## config.mk

```make
export PLATFORM = sky130hd
export DESIGN_NAME = pipe_hazard_ctrl
export DESIGN_NICKNAME = d
export VERILOG_FILES = /design/src/rtl/cpu_pkg.sv /design/src/rtl/hazard_detect.sv /design/src/rtl/pipe_hazard_ctrl.sv
export SDC_FILE = /design/constraint.sdc
export NUM_CORES = 1
export LEC_CHECK = 0
export BUFFER_PORTS_ARGS = -buffer_cell sky130_fd_sc_hd__buf_2
export CAP_MARGIN = 20
export CELL_PAD_IN_SITES_DETAIL_PLACEMENT = 0
export CELL_PAD_IN_SITES_GLOBAL_PLACEMENT = 1
export CORE_UTILIZATION = 27
export CTS_CLUSTER_SIZE = 8
export DETAILED_ROUTE_END_ITERATION = 12
export PLACE_DENSITY = 0.79
export REMOVE_ABC_BUFFERS = 1
export SLEW_MARGIN = 30
export SYNTH_ARGS = -nofsm -noshare
export SYNTH_HDL_FRONTEND = slang
export SYNTH_SLANG_ARGS = --single-unit
```

## constraint.sdc

```tcl
create_clock -name clk -period 2 [get_ports clk]
set_clock_uncertainty 0.05 [all_clocks]
set_input_delay 0.2 -clock clk [delete_from_list [all_inputs] [get_ports clk]]
set_output_delay 0.2 -clock clk [all_outputs]
set_load 0.01 [all_outputs]
```

## src/rtl/cpu_pkg.sv

```systemverilog
// Shared types for the pipeline hazard controller: FSM state encoding,
// the packed control word, and its canonical values.
package cpu_pkg;

  localparam int REG_W = 5;

  typedef enum logic [1:0] {
    RUN      = 2'd0,
    MEM_WAIT = 2'd1,
    ERR      = 2'd2
  } pipe_ctrl_state_t;

  typedef struct packed {
    logic pc_write;
    logic if_id_write;
    logic if_id_flush;
    logic id_ex_bubble;
    logic pipe_hold;
  } pipe_ctrl_t;

  localparam pipe_ctrl_t CTRL_RUN      = '{pc_write: 1'b1, if_id_write: 1'b1, if_id_flush: 1'b0,
                                           id_ex_bubble: 1'b0, pipe_hold: 1'b0};
  localparam pipe_ctrl_t CTRL_HOLD     = '{pc_write: 1'b0, if_id_write: 1'b0, if_id_flush: 1'b0,
                                           id_ex_bubble: 1'b0, pipe_hold: 1'b1};
  localparam pipe_ctrl_t CTRL_REDIRECT = '{pc_write: 1'b1, if_id_write: 1'b1, if_id_flush: 1'b1,
                                           id_ex_bubble: 1'b1, pipe_hold: 1'b0};
  localparam pipe_ctrl_t CTRL_LOAD_USE = '{pc_write: 1'b0, if_id_write: 1'b0, if_id_flush: 1'b0,
                                           id_ex_bubble: 1'b1, pipe_hold: 1'b0};
  localparam pipe_ctrl_t CTRL_RESET    = '{pc_write: 1'b0, if_id_write: 1'b0, if_id_flush: 1'b1,
                                           id_ex_bubble: 1'b1, pipe_hold: 1'b0};

endpackage

```

## src/rtl/hazard_detect.sv

```systemverilog
// Combinational load-use detector: a load in EX whose destination is read
// by the instruction in ID. x0 never creates a dependency.
module hazard_detect
  import cpu_pkg::*;
(
  input  logic [REG_W-1:0] id_rs1,
  input  logic [REG_W-1:0] id_rs2,
  input  logic             id_uses_rs1,
  input  logic             id_uses_rs2,
  input  logic [REG_W-1:0] ex_rd,
  input  logic             ex_mem_read,
  output logic             load_use
);

  assign load_use = ex_mem_read && (ex_rd != '0) &&
                    ((id_uses_rs1 && (id_rs1 == ex_rd)) ||
                     (id_uses_rs2 && (id_rs2 == ex_rd)));

endmodule

```

## src/rtl/pipe_hazard_ctrl.sv

```systemverilog
// Pipeline hazard controller: stall/flush/bubble generation, data-memory wait
// watchdog, and optional performance counters (enabled by PIPE_CTRL_PERF_EN).
module pipe_hazard_ctrl
  import cpu_pkg::*;
#(
  parameter int unsigned TIMEOUT_CYCLES = 255
) (
  input  logic             clk,
  input  logic             rst_n,
  input  logic [REG_W-1:0] id_rs1,
  input  logic [REG_W-1:0] id_rs2,
  input  logic             id_uses_rs1,
  input  logic             id_uses_rs2,
  input  logic [REG_W-1:0] ex_rd,
  input  logic             ex_mem_read,
  input  logic             ex_branch_taken,
  input  logic             mem_req,
  input  logic             mem_ready,
  output logic             pc_write,
  output logic             if_id_write,
  output logic             if_id_flush,
  output logic             id_ex_bubble,
  output logic             pipe_hold,
  output logic             mem_timeout,
  output logic [31:0]      stall_cycles,
  output logic [31:0]      flush_count,
  output pipe_ctrl_state_t state_o
);

  localparam int CNT_W = (TIMEOUT_CYCLES < 2) ? 1 : $clog2(TIMEOUT_CYCLES + 1);
  localparam logic [CNT_W-1:0] CNT_LIMIT = CNT_W'(TIMEOUT_CYCLES);
  localparam logic [CNT_W-1:0] CNT_MAX   = '1;

  pipe_ctrl_state_t state_q, state_d;
  logic [CNT_W-1:0] wait_cnt_q, wait_cnt_d;
  logic             mem_timeout_q, mem_timeout_d;
  pipe_ctrl_t       ctrl;
  logic             load_use;
  logic             mem_stall;

  hazard_detect u_hazard_detect (
    .id_rs1      (id_rs1),
    .id_rs2      (id_rs2),
    .id_uses_rs1 (id_uses_rs1),
    .id_uses_rs2 (id_uses_rs2),
    .ex_rd       (ex_rd),
    .ex_mem_read (ex_mem_read),
    .load_use    (load_use)
  );

  // Handshake: a MEM-stage access completes in the cycle mem_req && mem_ready;
  // mem_req with mem_ready low means the stage must be frozen this cycle.
  assign mem_stall = mem_req && !mem_ready;

  always_comb begin
    ctrl       = CTRL_RUN;
    state_d    = state_q;
    wait_cnt_d = wait_cnt_q;
    case (state_q)
      RUN, MEM_WAIT: begin
        if (mem_stall) begin
          ctrl = CTRL_HOLD;
          if (state_q == RUN) begin
            state_d    = MEM_WAIT;
            wait_cnt_d = CNT_W'(1);
          end else begin
            if ((TIMEOUT_CYCLES != 0) && (wait_cnt_q == CNT_LIMIT)) state_d = ERR;
            if (wait_cnt_q != CNT_MAX) wait_cnt_d = wait_cnt_q + CNT_W'(1);
          end
        end else begin
          state_d    = RUN;
          wait_cnt_d = '0;
          if (ex_branch_taken) ctrl = CTRL_REDIRECT;
          else if (load_use)   ctrl = CTRL_LOAD_USE;
        end
      end
      default: begin
        ctrl    = CTRL_HOLD;
        state_d = ERR;
      end
    endcase
    // Reset drives the pipeline to a flushed, frozen-PC state asynchronously.
    if (!rst_n) ctrl = CTRL_RESET;
  end

  assign mem_timeout_d = mem_timeout_q || (state_d == ERR);

  always_ff @(posedge clk or negedge rst_n) begin
    if (!rst_n) begin
      state_q       <= RUN;
      wait_cnt_q    <= '0;
      mem_timeout_q <= 1'b0;
    end else begin
      state_q       <= state_d;
      wait_cnt_q    <= wait_cnt_d;
      mem_timeout_q <= mem_timeout_d;
    end
  end

  assign pc_write     = ctrl.pc_write;
  assign if_id_write  = ctrl.if_id_write;
  assign if_id_flush  = ctrl.if_id_flush;
  assign id_ex_bubble = ctrl.id_ex_bubble;
  assign pipe_hold    = ctrl.pipe_hold;
  assign mem_timeout  = mem_timeout_q;
  assign state_o      = state_q;

`ifdef PIPE_CTRL_PERF_EN
  logic [31:0] stall_cycles_q, stall_cycles_d;
  logic [31:0] flush_count_q, flush_count_d;

  // Both counters saturate rather than wrap.
  always_comb begin
    stall_cycles_d = stall_cycles_q;
    flush_count_d  = flush_count_q;
    if (!ctrl.pc_write && (stall_cycles_q != 32'hFFFF_FFFF))
      stall_cycles_d = stall_cycles_q + 32'd1;
    if (ctrl.if_id_flush && (flush_count_q != 32'hFFFF_FFFF))
      flush_count_d = flush_count_q + 32'd1;
  end

  always_ff @(posedge clk or negedge rst_n) begin
    if (!rst_n) begin
      stall_cycles_q <= '0;
      flush_count_q  <= '0;
    end else begin
      stall_cycles_q <= stall_cycles_d;
      flush_count_q  <= flush_count_d;
    end
  end

  assign stall_cycles = stall_cycles_q;
  assign flush_count  = flush_count_q;
`else
  assign stall_cycles = '0;
  assign flush_count  = '0;
`endif

endmodule
```

==> impl.org, run 1 <==
** Outcome
- The flow ran to the end, but the final reports show violations.
- The final reports fail on DRC.

** Timing
- The tightest hold path in the finished design has a slack of ~100 ps.
- Unrepaired setup endpoints after global routing :: false
- Setup slack on the critical path of the routed design comes to approximately 320 ps.
- Fin crit share :: a little over four fifths
- Post-route minimum period :: ~1700 ps
- Final hold viol count :: 0
- The number of max-slew violations in the final report was 0.
- Static timing analysis puts the maximum clock frequency at 595 MHz.
- # setup viols final :: 0
- Adding up every negative setup slack in the final design gives 0 ps.

** Setup path
- Critical path arrival :: approximately 1400 ps
- Biggest cell delay along the critical path :: 360 ps
- Slowest-stage cell, CP :: o311a_1
- At the worst endpoint, the required time is between 1500 and 2000 ps.
- Peak fanout along the critical path :: 3
- FF-to-FF Start :: wait_cnt_q[0]
- Launching instance or port of the critical path :: ex_rd[3]
- Top delay family on crit path :: compound AO/OA/AOI/OAI gates
- Buf+Inv Stages, Crit Path :: 2
- Kind of end point of the critical path :: primary output
- In this run the number of cells on the critical path is 6.
- Walking the worst path, the cells encountered are buf_2, xor2_1, nor4_2, a32oi_1, o311a_1, buf_2.
- Startpoint Class :: primary input
- Measured in cells, the most critical reg-to-reg path has a length of 5.
- Among the stages of the critical path, the cell type that occurs most often is buf_2.
- The worst setup path is of the in2out kind.

** Routing
- Antenna viol nets, final :: 0
- After the first detailed-routing iteration, the DRC count stood at 46.
- For this run, the detailed router's first-pass iteration total came to 10.
- The routed layout has 935 vias.
- Using the TritonRoute via totals, the vias-per-cell ratio works out to a little under 4.
- Average wire per cell in the routed design :: ~9.0 um
- Count of unresolved DRC violations after routing :: 12
- The final layout contains routed wiring with a total length of between 2000 and 2500 um.

** Synth
- Post-synthesis sequential element count :: 11
- Mapped Area :: ~0.0013 sq mm
- Synthesized-area fraction occupied by and/or/nand/nor cells :: approximately 15%
- Among all cell types in the netlist, the one instantiated most often is buf_4.
- Number of synthesized flops with an enable pin :: 0
- Ranking of synthesized cells by area :: buf_4 (38%), dfrtp_1 (22%), xor2_1 (5.5%)
- Measured against the total synthesized area, the mux share comes to less than 1%.
- Fraction of post-synthesis cell area in the top cell type by area :: about two fifths
- Most area-hungry cell type in the Yosys netlist :: buf_4
- Among all flip-flop cells after synthesis, the most frequent one is dfrtp_1.
- Count of cell types in the netlist :: 43
- Compound-Gate Fraction of Synth Area :: roughly 14%
- Async set or reset register ratio after synthesis :: 100%
- Number of warnings issued by yosys :: 0
- Synthesis produced 150 cells.
- After synthesis, the largest family of logic cells by area is buffers and inverters.
- Of the total synthesized cell area, the portion taken by XOR and XNOR cells is ~6.9%.
- Summing the sequential cell areas from Yosys gives between 20% and 30% of the chip area.
- Arithmetic-cell share of the synthesized area counting full adders, half adders and majority gates :: less than 1%
- A synthesized cell averages 8.45 sq um.
- Commonest cells post-synth :: buf_4 (65), dfrtp_1 (11), nand2_1 (9), xor2_1 (8), inv_1 (6)

** Pwr
- The internal portion of the total power is a little under 400 uW.
- In this run the power spent charging and discharging nets is 180 uW.
- Dividing total power by cell area gives a power density of 441 mW/mm^2.
- Power share of the clock group :: 40.6%
- Fraction of power spent switching nets :: 31.4%
- The share of total power dissipated in combinational logic is about a fifth.
- Of the total power, registers draw 38.9%.
- For this design the static power due to leakage is 0.660 nW.
- Worst vdd rail ir drop :: just over 0.2 mV

** Global route
- Overall Global Routing Usage :: 8.23%
- Maximum number of pins on one net before global-route repair :: 16
- Global routing finished with a remaining overflow of 0.
- The first global-routing pass estimated about 3200 um of wire.
- Via count of the first global-routing pass :: between 600 and 700
- The initial antenna violation count is 0.

** CTS
- TritonCTS created 3 clock buffers.
- Register clock-pin slew on the reported worst setup and hold paths :: approximately 60 ps
- In this run the clock root is driven by a clkbuf_8.
- Latest clock arrival within the worst-skew pair :: 240 ps
- The longest clock path from root to sink contains 2 buffers.
- CTS H-tree depth :: 1
- # clock sinks :: 11
- TritonCTS built the clock tree.
- Number of setup buffers added after CTS :: 0

** Cells and area
- 0 antenna diodes ended up in the layout.
- Summing all multi-input logic gate instances after layout gives 714 sq um.
- Across the whole layout, storage elements account for 275 sq um.
- The post-route netlist has 22.8% of its cells at a drive strength greater than 1.
- At the end of the flow, the number of nets in the layout was 209.
- Area growth syn-to-layout :: 2.47%
- Filler instances :: ~490

** Flow run
- Number of maximum-capacitance constraint violations :: 0

** Floorplanning
- Die area :: a little under 0.005 sq mm
- For this design the top-level I/O count stands at 95.
- Row generation in the floorplan step produced 24 rows.
- From left edge to right edge, the die measures approximately 70 um.
- The initial utilization of the core area, before any placement, comes to 28.5%.
- In this run the standard cell core region covers 0.00444 sq mm.
- Chip Height :: 70.5 um

** Hold path
- Number of instances on the worst hold path :: 2
- In this run the most critical hold path is launched from mem_ready.
- The path class of the tightest hold or removal check is in2reg.

** Placed design
- Routability-driven placement finished with a final weighted congestion of approximately 0.74.
- Number of input and output port buffers inserted :: 30
- OpenSTA, run right after detailed placement, puts the worst setup slack at approximately 300 ps.
- Once detailed placement completed, the half-perimeter wirelength came to between 1500 and 2000 um.
-- metrics by stage --
stage,util [%],power [mW],cell area [sq um],cells
finish,29.2,0.572,1300,236
global route,29.2,0.604,1300,236
CTS,29.2,0.578,1300,236
detailed placement,28.0,0.342,1240,231
global placement,28.0,0.341,1240,231
floorplan,-,0.303,1010,147
-- per-layer routing --
layer,vias up,wire [um],GRT usage [%]
li1,448,-,-
met5,-,0,0
met3,2,207,3.32
met4,0,6,1.36
met1,418,820,9.89
met2,67,1080,14.0
-- cells by family after synthesis --
kind of cell               Yosys count
and+or+nand+nor                     31
AOI/OAI and AO/OA                   23
muxes                                1
xor gates and xnor gates            10
DFF                                 11
adders and majority gates            1
other                                1
buffers and inverters               72
-- placed cells by master (no fill, tap or decap), types with 2 or more instances in the layout --
cell | Yosys | layout
conb_1 | 1 | 64
nand3_1 | 2 | 2
inv_1 | 6 | 6
clkbuf_8 | 0 | 3
buf_4 | 65 | 2
a21oi_1 | 5 | 5
and3_1 | 2 | 2
xnor2_1 | 2 | 2
buf_2 | 0 | 30
dfrtp_1 | 11 | 11
nor2_1 | 3 | 3
nand2_1 | 9 | 9
o211ai_1 | 4 | 4
xor2_1 | 8 | 8
o21ai_1 | 2 | 2
-- final timing paths --
kind,end,slack (ps)
setup / recovery,pc_write,320
hold / removal,state_o[0],100
setup reg to reg,wait_cnt_q[7],360
hold reg to reg,mem_timeout,420
max in group asynchronous,wait_cnt_q[3],1310
min in group asynchronous,wait_cnt_q[2],340
-- flip-flops by register name (all words and copies together) (netlist names) --
register,flops
mem_timeout,1
wait_cnt_q,8
state_o,2
-- power by group through the flow --
stage                     combinational (mW)  clock (mW)  sequential, mW
after floorplan                       0.0758           0           0.227
after global placement                 0.115           0           0.227
after detailed placement               0.115           0           0.227
after CTS                              0.117       0.239           0.223
after global routing                   0.131       0.251           0.223
final                                  0.117       0.232           0.223
-- what timing repair did --
action / CTS / global route
gates resized for setup: 0 / 0
hold endpoints to repair: 11 / 0
hold buffers: 1 / 0
-- area by class of cell --
type / instances / area share (%)
tap: 52 / 5.01
clock buffer: 3 / 3.18
sequential: 11 / 21.2
inverter: 6 / 1.73
multi-input combinational: 130 / 55.0
timing repair buffer: 33 / 13.5
clock inverter: 1 / 0.385
Power figures use the tool's default switching activity.
==> run 2, diff against run 1 <==
CORE_UTILIZATION = 24   (was 27)
PLACE_DENSITY = 0.74   (was 0.79)
clock period = 1.5 ns   (was 2 ns; I/O delays follow)
==> run 2 against run 1 <==
Compared with the run above: combinational power is 42% higher; core utilization is 1.5 points lower; register-to-register slack worse by 280 ps; worst setup slack worse by 410 ps; sequential share of layout area is 1.8 points lower; largest power group unchanged; global-route usage is 0.14 points lower; die area is 12% higher; the run ends with setup timing left; clock power is 31% higher; first-iteration DRC count is 11% lower; sequential power is 33% higher.
==> impl.org, run 2 (synthesis results as in run 1) <==
** Outcome
- Run status :: complete, but fails checks
- The checks that failed: setup timing.

** Setup path
- The kind of cell with the highest combined delay along the critical path is compound AO/OA/AOI/OAI gates.
- Kind of end point of the critical path :: primary output
- The slowest stage of the critical path is the o311a_1 cell.
- Walking the worst path, the cells encountered are buf_6, xor2_1, nor4_2, a32oi_1, o311a_1, buf_2.
- Along the worst path, the maximum fanout reaches 2.
- Path type of the worst setup path :: in2out
- FF-to-FF Start :: wait_cnt_q[1]
- In this run the critical register-to-register path is captured at wait_cnt_q[6].
- R2r worst-path depth :: 6
- STA classifies the critical path startpoint as a primary input.
- Required time reported for the critical path endpoint :: about 1300 ps
- Critical path arrival :: roughly 1400 ps
- Counting buffers and inverters, the worst setup path is 6 cells deep.
- Buf+Inv Stages, Crit Path :: 2
- In this run the register-to-register setup slack is 80 ps.
- Tracing the worst setup path back leads to its startpoint at id_rs2[2].
- Last element of the critical path :: if_id_write
- In this design, the stage delay of the slowest critical-path cell is 390 ps.

** Cells and area
- The multi-input combinational cells in the finished layout cover a total of about 750 sq um.
- Register cell area after layout :: 275 sq um
- Share of cells above drive strength 1 :: a little over a quarter
- The finished cells cover 0.00142 sq mm.
- Top reg by flops :: wait_cnt_q
- Top library cells by usage in the layout, fill and taps aside :: conb_1 (64), buf_2 (27), dfrtp_1 (11)
- The library cell used most frequently in the layout, excluding fill and tap cells, is conb_1.
- NumNets Final :: ~220
- Area growth syn-to-layout :: 11.7%
- For this run, the number of standard cells in the final layout without fillers is 260.
- Antenna diode count :: 0
- The register with the most flip-flops in the layout has 8 of them.
- Utilization after layout :: approximately 28%
- The filler cells instantiated in the layout total 592.

** Global route
- The first global-routing pass estimated between 3000 and 4000 um of wire.
- After global routing the overflow that remains totals 0.
- Maximum number of pins on one net before global-route repair :: 12
- Via count of the first global-routing pass :: 785
- The initial antenna violation count was 0.
- Overall Global Routing Usage :: around 8%

** Floorplanning
- The floorplan step set the die height to roughly 75 um.
- Horizontal extent of the die :: around 75 um
- Once the floorplan was initialized, standard cells occupied roughly a quarter of the core.
- For this design the top-level I/O count stands at 95.
- The die covers roughly 0.0056 sq mm.
- Number of placement rows :: 26
- The total area inside the core boundary comes to 0.00511 sq mm.

** Routing
- Before antenna repair, the detailed router went through 6 iterations.
- DRC violation total after the first TritonRoute iteration :: approximately 40
- Antenna viol nets, final :: 0
- Total wire length after detailed routing :: between 2000 and 2500 um
- For this run, design rule violations remaining after detail routing come to 0.
- Dividing the detail-routed wire length by the instance count gives approximately 9 um.
- The routed layout has ~990 vias.
- In the routed layout, each cell is associated on average with a via count of between 3 and 4.

** Timing
- # setup viols final :: 3
- Final hold viol count :: 0
- Fin crit share :: 106%
- Worst Slack Setup Final :: -88.3 ps
- The number of max-slew violations in the final report was 0.
- Setup repair after global routing could not meet its margin everywhere.
- Max frequency :: 630 MHz
- Counting I/O delays and the setup requirement, the final critical path takes between 1500 and 2000 ps.

** Placed design
- Routability cong. :: around 0.74
- Number of cells in the design after placement :: about 260
- The placed instances occupy a cell area of 0.00131 sq mm.
- In this run the tool buffered the top-level ports with 30 buffer cells.
- Setup WS pre-CTS :: -133 ps
- The wire-length estimate of the detail-placed layout is about 1900 um.

** CTS
- TritonCTS Buffers :: 3
- Buffer cell driving the clock tree root :: clkbuf_8
- TritonCTS built the clock tree.
- Register clock-pin slew on the reported worst setup and hold paths :: about 50 ps
- In this run the number of H-tree levels came out at 1.
- The clock reaches the later pin of the worst-skew pair after around 240 ps.
- The clock passes through at most 2 buffers.
- # clock sinks :: 11

** Pwr
- Worst vdd rail ir drop :: around 0.3 mV
- Leak Pwr :: just under 0.7 nW
- PD cells :: between 500 and 600 mW/mm^2

** Hold path
- Path class of the lowest-slack min-delay path :: in2reg

** Flow run
- Number of maximum-capacitance constraint violations :: 0
run 2: report_power, final:
group	internal, mW	leakage [nW]	switching, mW
combinational	0.0512	0.544	0.115
sequential	0.297	0.122	0
clock	0.187	0.0228	0.118
run 2: stage by stage:
step	power [mW]	setup TNS, ps	hold WS (ps)
2_1_floorplan	0.403	-68.6	-196
3_3_place_gp	0.460	-323	139
3_5_place_dp	0.461	-332	123
4_1_cts	0.774	-296	57.0
5_1_grt	0.814	-461	67.7
6_report	0.768	-186	57.5
run 2: cell type report:
cell class | instances | share of cell area, %
multi-input cells | 130 | 52.7
repair buffers | 39 | 16.9
clock buffers | 4 | 3.18
well taps | 70 | 6.18
inverters | 6 | 1.59
flip-flops and latches | 11 | 19.4
run 2: what timing repair did:
action,4_1_cts,5_1_grt
endpoints found under the hold margin,11,0
gates cloned,0,0
pin swaps,6,0
hold buffers,1,0
buffers inserted,0,0
setup endpoints to repair,4,8
resized for setup,7,4
run 2: routing by layer:
layer | wire [um] | vias to the layer above | track usage (%)
met5 | 0 | - | 0
met2 | 1150 | 75 | 14.2
li1 | - | 459 | -
met4 | 20 | 0 | 0.629
met1 | 956 | 453 | 9.63
met3 | 262 | 6 | 3.35
run 2: worst min path at each step:
stage | startpoint | end | slack (ps) | cells after the start
after detailed placement | rst_n | mem_timeout | 120 | 2
after CTS | mem_ready | state_o[0] | 60 | 2
after global placement | rst_n | mem_timeout | 140 | 2
after floorplan | rst_n | mem_timeout | -200 | 0
after global routing | mem_ready | state_o[0] | 70 | 2
final | mem_ready | state_o[0] | 60 | 2
==> run 3, diff against run 2 <==
MAX_ROUTING_LAYER = met4   (was default)
==> run 3 against run 2 <==
Compared with the run above: largest cell class unchanged; the run still ends with setup timing left; critical endpoint unchanged; die area is the same; combinational power is essentially flat; critical path depth is the same; non-clock buffer count is the same; count of clock-buffer cells in the layout is the same; cell area is the same; final cell count is the same; global-route usage grew 0.25 points; register-to-register slack is essentially flat; worst setup slack lost 0.90 ps; maximum frequency is essentially flat; sequential cell count is the same.
==> impl.org, run 3 (synthesis results as in run 1) <==
** Timing
- The final critical path takes up 106% of the cycle.
- Subtracting the final worst setup slack from the clock period gives 1590 ps.
- Setup repair after global routing could not meet its margin everywhere.
- Setup violations remaining at the end of the flow were counted as 3.
- The number of max-slew violations in the final report was 0.
- Max frequency :: around 630 MHz
- Worst Slack Setup Final :: -89.2 ps
- Final hold viol count :: 0

** Placed design
- Number of input and output port buffers inserted :: 30
- After detailed placement, the total cell area comes to about 0.0013 sq mm.
- After legalization and detailed placement, the total HPWL measured about 1900 um.
- Routability-driven placement finished with a final weighted congestion of approximately 0.75.

** Floorplanning
- 95 I/O pins were placed.
- Chip Height :: roughly 75 um
- The die covers about 0.0056 sq mm.
- Core footprint :: slightly above 0.005 sq mm
- Number of placement rows :: 26
- Horizontal extent of the die :: ~75 um
- Initial core utilization :: between 20% and 30%

** CTS
- The later pin in the worst-skew pair is clocked with a latency of ~240 ps.
- The clock passes through at most 2 buffers.
- The tree built by TritonCTS fans out to 11 sinks.
- Clock tree synthesis selected as its root buffer the cell clkbuf_8.
- TritonCTS Buffers :: 3
- After clock tree synthesis, the clock-pin slew on the worst setup and hold paths is approximately 50 ps.
- CTS tree :: yes
- CTS built an H-tree with a depth of 1.
- Number of setup buffers added after CTS :: 0

** Routing
- Vias/cell :: approximately 3.8
- Antenna viol nets, final :: 0
- Average wire per cell in the routed design :: between 9 and 10 um
- For this run, design rule violations remaining after detail routing come to 0.
- After detailed routing, the total wire length is roughly 2400 um.
- Vias :: a little under 1000
- In this run, the number of DRC markers left after iteration 0 of detailed routing was slightly above 40.
- First drt pass iteration count :: 6

** Hold path
- The path class of the tightest hold or removal check is in2reg.
- Counting instances, the worst hold path has a depth of 2.

** Flow run
- Max-cap violations in this run came to 0.

** Setup path
- Together, buffers and inverters on the worst path number 2.
- Kind of end point of the critical path :: primary output
- The most critical setup path has its startpoint at id_rs2[2].
- The slowest stage of the critical path is the o311a_1 cell.
- Top delay family on crit path :: compound AO/OA/AOI/OAI gates
- Last element of the critical path :: if_id_write
- Capture point of the worst reg-to-reg path :: wait_cnt_q[6]
- For the worst flop-to-flop path, the logic depth is 6.
- Of all nets on the critical path, the largest fanout is 2.
- Startpoint Class :: primary input
- On the worst path, the slowest cell contributes a delay of approximately 390 ps.
- Required time reported for the critical path endpoint :: roughly 1300 ps
- Data on the critical path arrives at its endpoint at 1390 ps.
- Cells along the critical path :: buf_6, xor2_1, nor4_2, a32oi_1, o311a_1, buf_2
- The worst setup path is of the in2out kind.
- Count of cell instances traversed by the critical path :: 6
- FF-to-FF Start :: wait_cnt_q[1]
- Worst R2R Setup Slack :: around 80 ps

** Pwr
- Total Power :: around 770 uW
- In this run the power density over the cells is about 540 mW/mm^2.
- Worst vdd rail ir drop :: approximately 0.3 mV
- Leak Pwr :: approximately 0.7 nW

** Cells and area
- Top library cells by usage in the layout, fill and taps aside :: conb_1 (64), buf_2 (27), dfrtp_1 (11)
- Share of cells above drive strength 1 :: a little over a quarter
- Utilization after layout :: 27.7%
- NumNets Final :: 215
- Post-route cell area :: about 0.0014 sq mm
- Antenna diode count :: 0
- Area growth syn-to-layout :: 11.7%
- Top reg by flops :: wait_cnt_q
- The library cell used most frequently in the layout, excluding fill and tap cells, is conb_1.
- Max FFs per register :: 8
- After filler insertion, the fill cell instance count of the layout stands at 592.

** Outcome
- The flow ran to the end, but the final reports show violations.
- Failing checks :: setup timing

** Global route
- Global-route wire length before repair :: ~3400 um
- Initial antenna violation count :: 0
- In the global route stage, overall resource usage came out at under 10%.
- Entering global routing, the biggest net connects 12 pins.
- The via count of the first global-routing pass is between 700 and 800.
- Global route overflow :: 0
[run 3: cell counts in the layout (fill, tap and decap cells not counted)]
No cell type changed its count.
[run 3: layout make-up]
class	instances	area [sq um]	share of cell area, %
clock buffer	4	45.0	3.18
inverter	6	22.5	1.59
multi-input combinational	130	747	52.7
sequential	11	275	19.4
tap	70	87.6	6.18
timing repair buffer	39	239	16.9
[run 3: how the worst min path moves through the flow]
stage | from | endpoint | slack, ps
6_report | mem_ready | state_o[0] | 60
5_1_grt | mem_ready | state_o[0] | 70
4_1_cts | mem_ready | state_o[0] | 60
3_5_place_dp | rst_n | mem_timeout | 120
3_3_place_gp | rst_n | mem_timeout | 140
2_1_floorplan | rst_n | mem_timeout | -200
[run 3: worst reg2reg max path, stage by stage (launching register included)]
cell and delay [ps]:
dfrtp_1 370, ha_2 220, nand3_4 90, buf_4 170
nor2_1 100, a31oi_1 100, o22a_1 210
[run 3: what timing repair did]
action | 4_1_cts | 5_1_grt
resized for setup | 7 | 4
cloned | 0 | 0
hold endpoints to repair | 11 | 0
hold buffers | 1 | 0
pin swaps | 6 | 0
endpoints found under the setup margin | 4 | 8
[run 3: routing by layer]
metal / vias to the layer above / global-route usage (%) / routed length, um
met5: - / - / 0
met4: 0 / 0.629 / 20
met3: 6 / 3.08 / 249
met2: 75 / 14.2 / 1150
met1: 455 / 9.80 / 971
li1: 459 / - / -
[run 3: where the power goes]
part / leakage [nW] / internal (mW) / switching, mW / total [mW]
combinational: 0.544 / 0.0512 / 0.115 / 0.166
sequential: 0.122 / 0.297 / 0 / 0.297
clock: 0.0228 / 0.187 / 0.118 / 0.305
[run 3: per-stage QoR]
step                      cells  worst slack, ps  setup TNS (ps)  hold WS, ps
after floorplan             147            -63.1           -68.6         -196
after global placement      255             -129            -323          139
after detailed placement    255             -133            -332          123
after CTS                   260             -124            -296         57.0
after global routing        260             -169            -461         67.8
final                       260            -89.2            -188         57.6
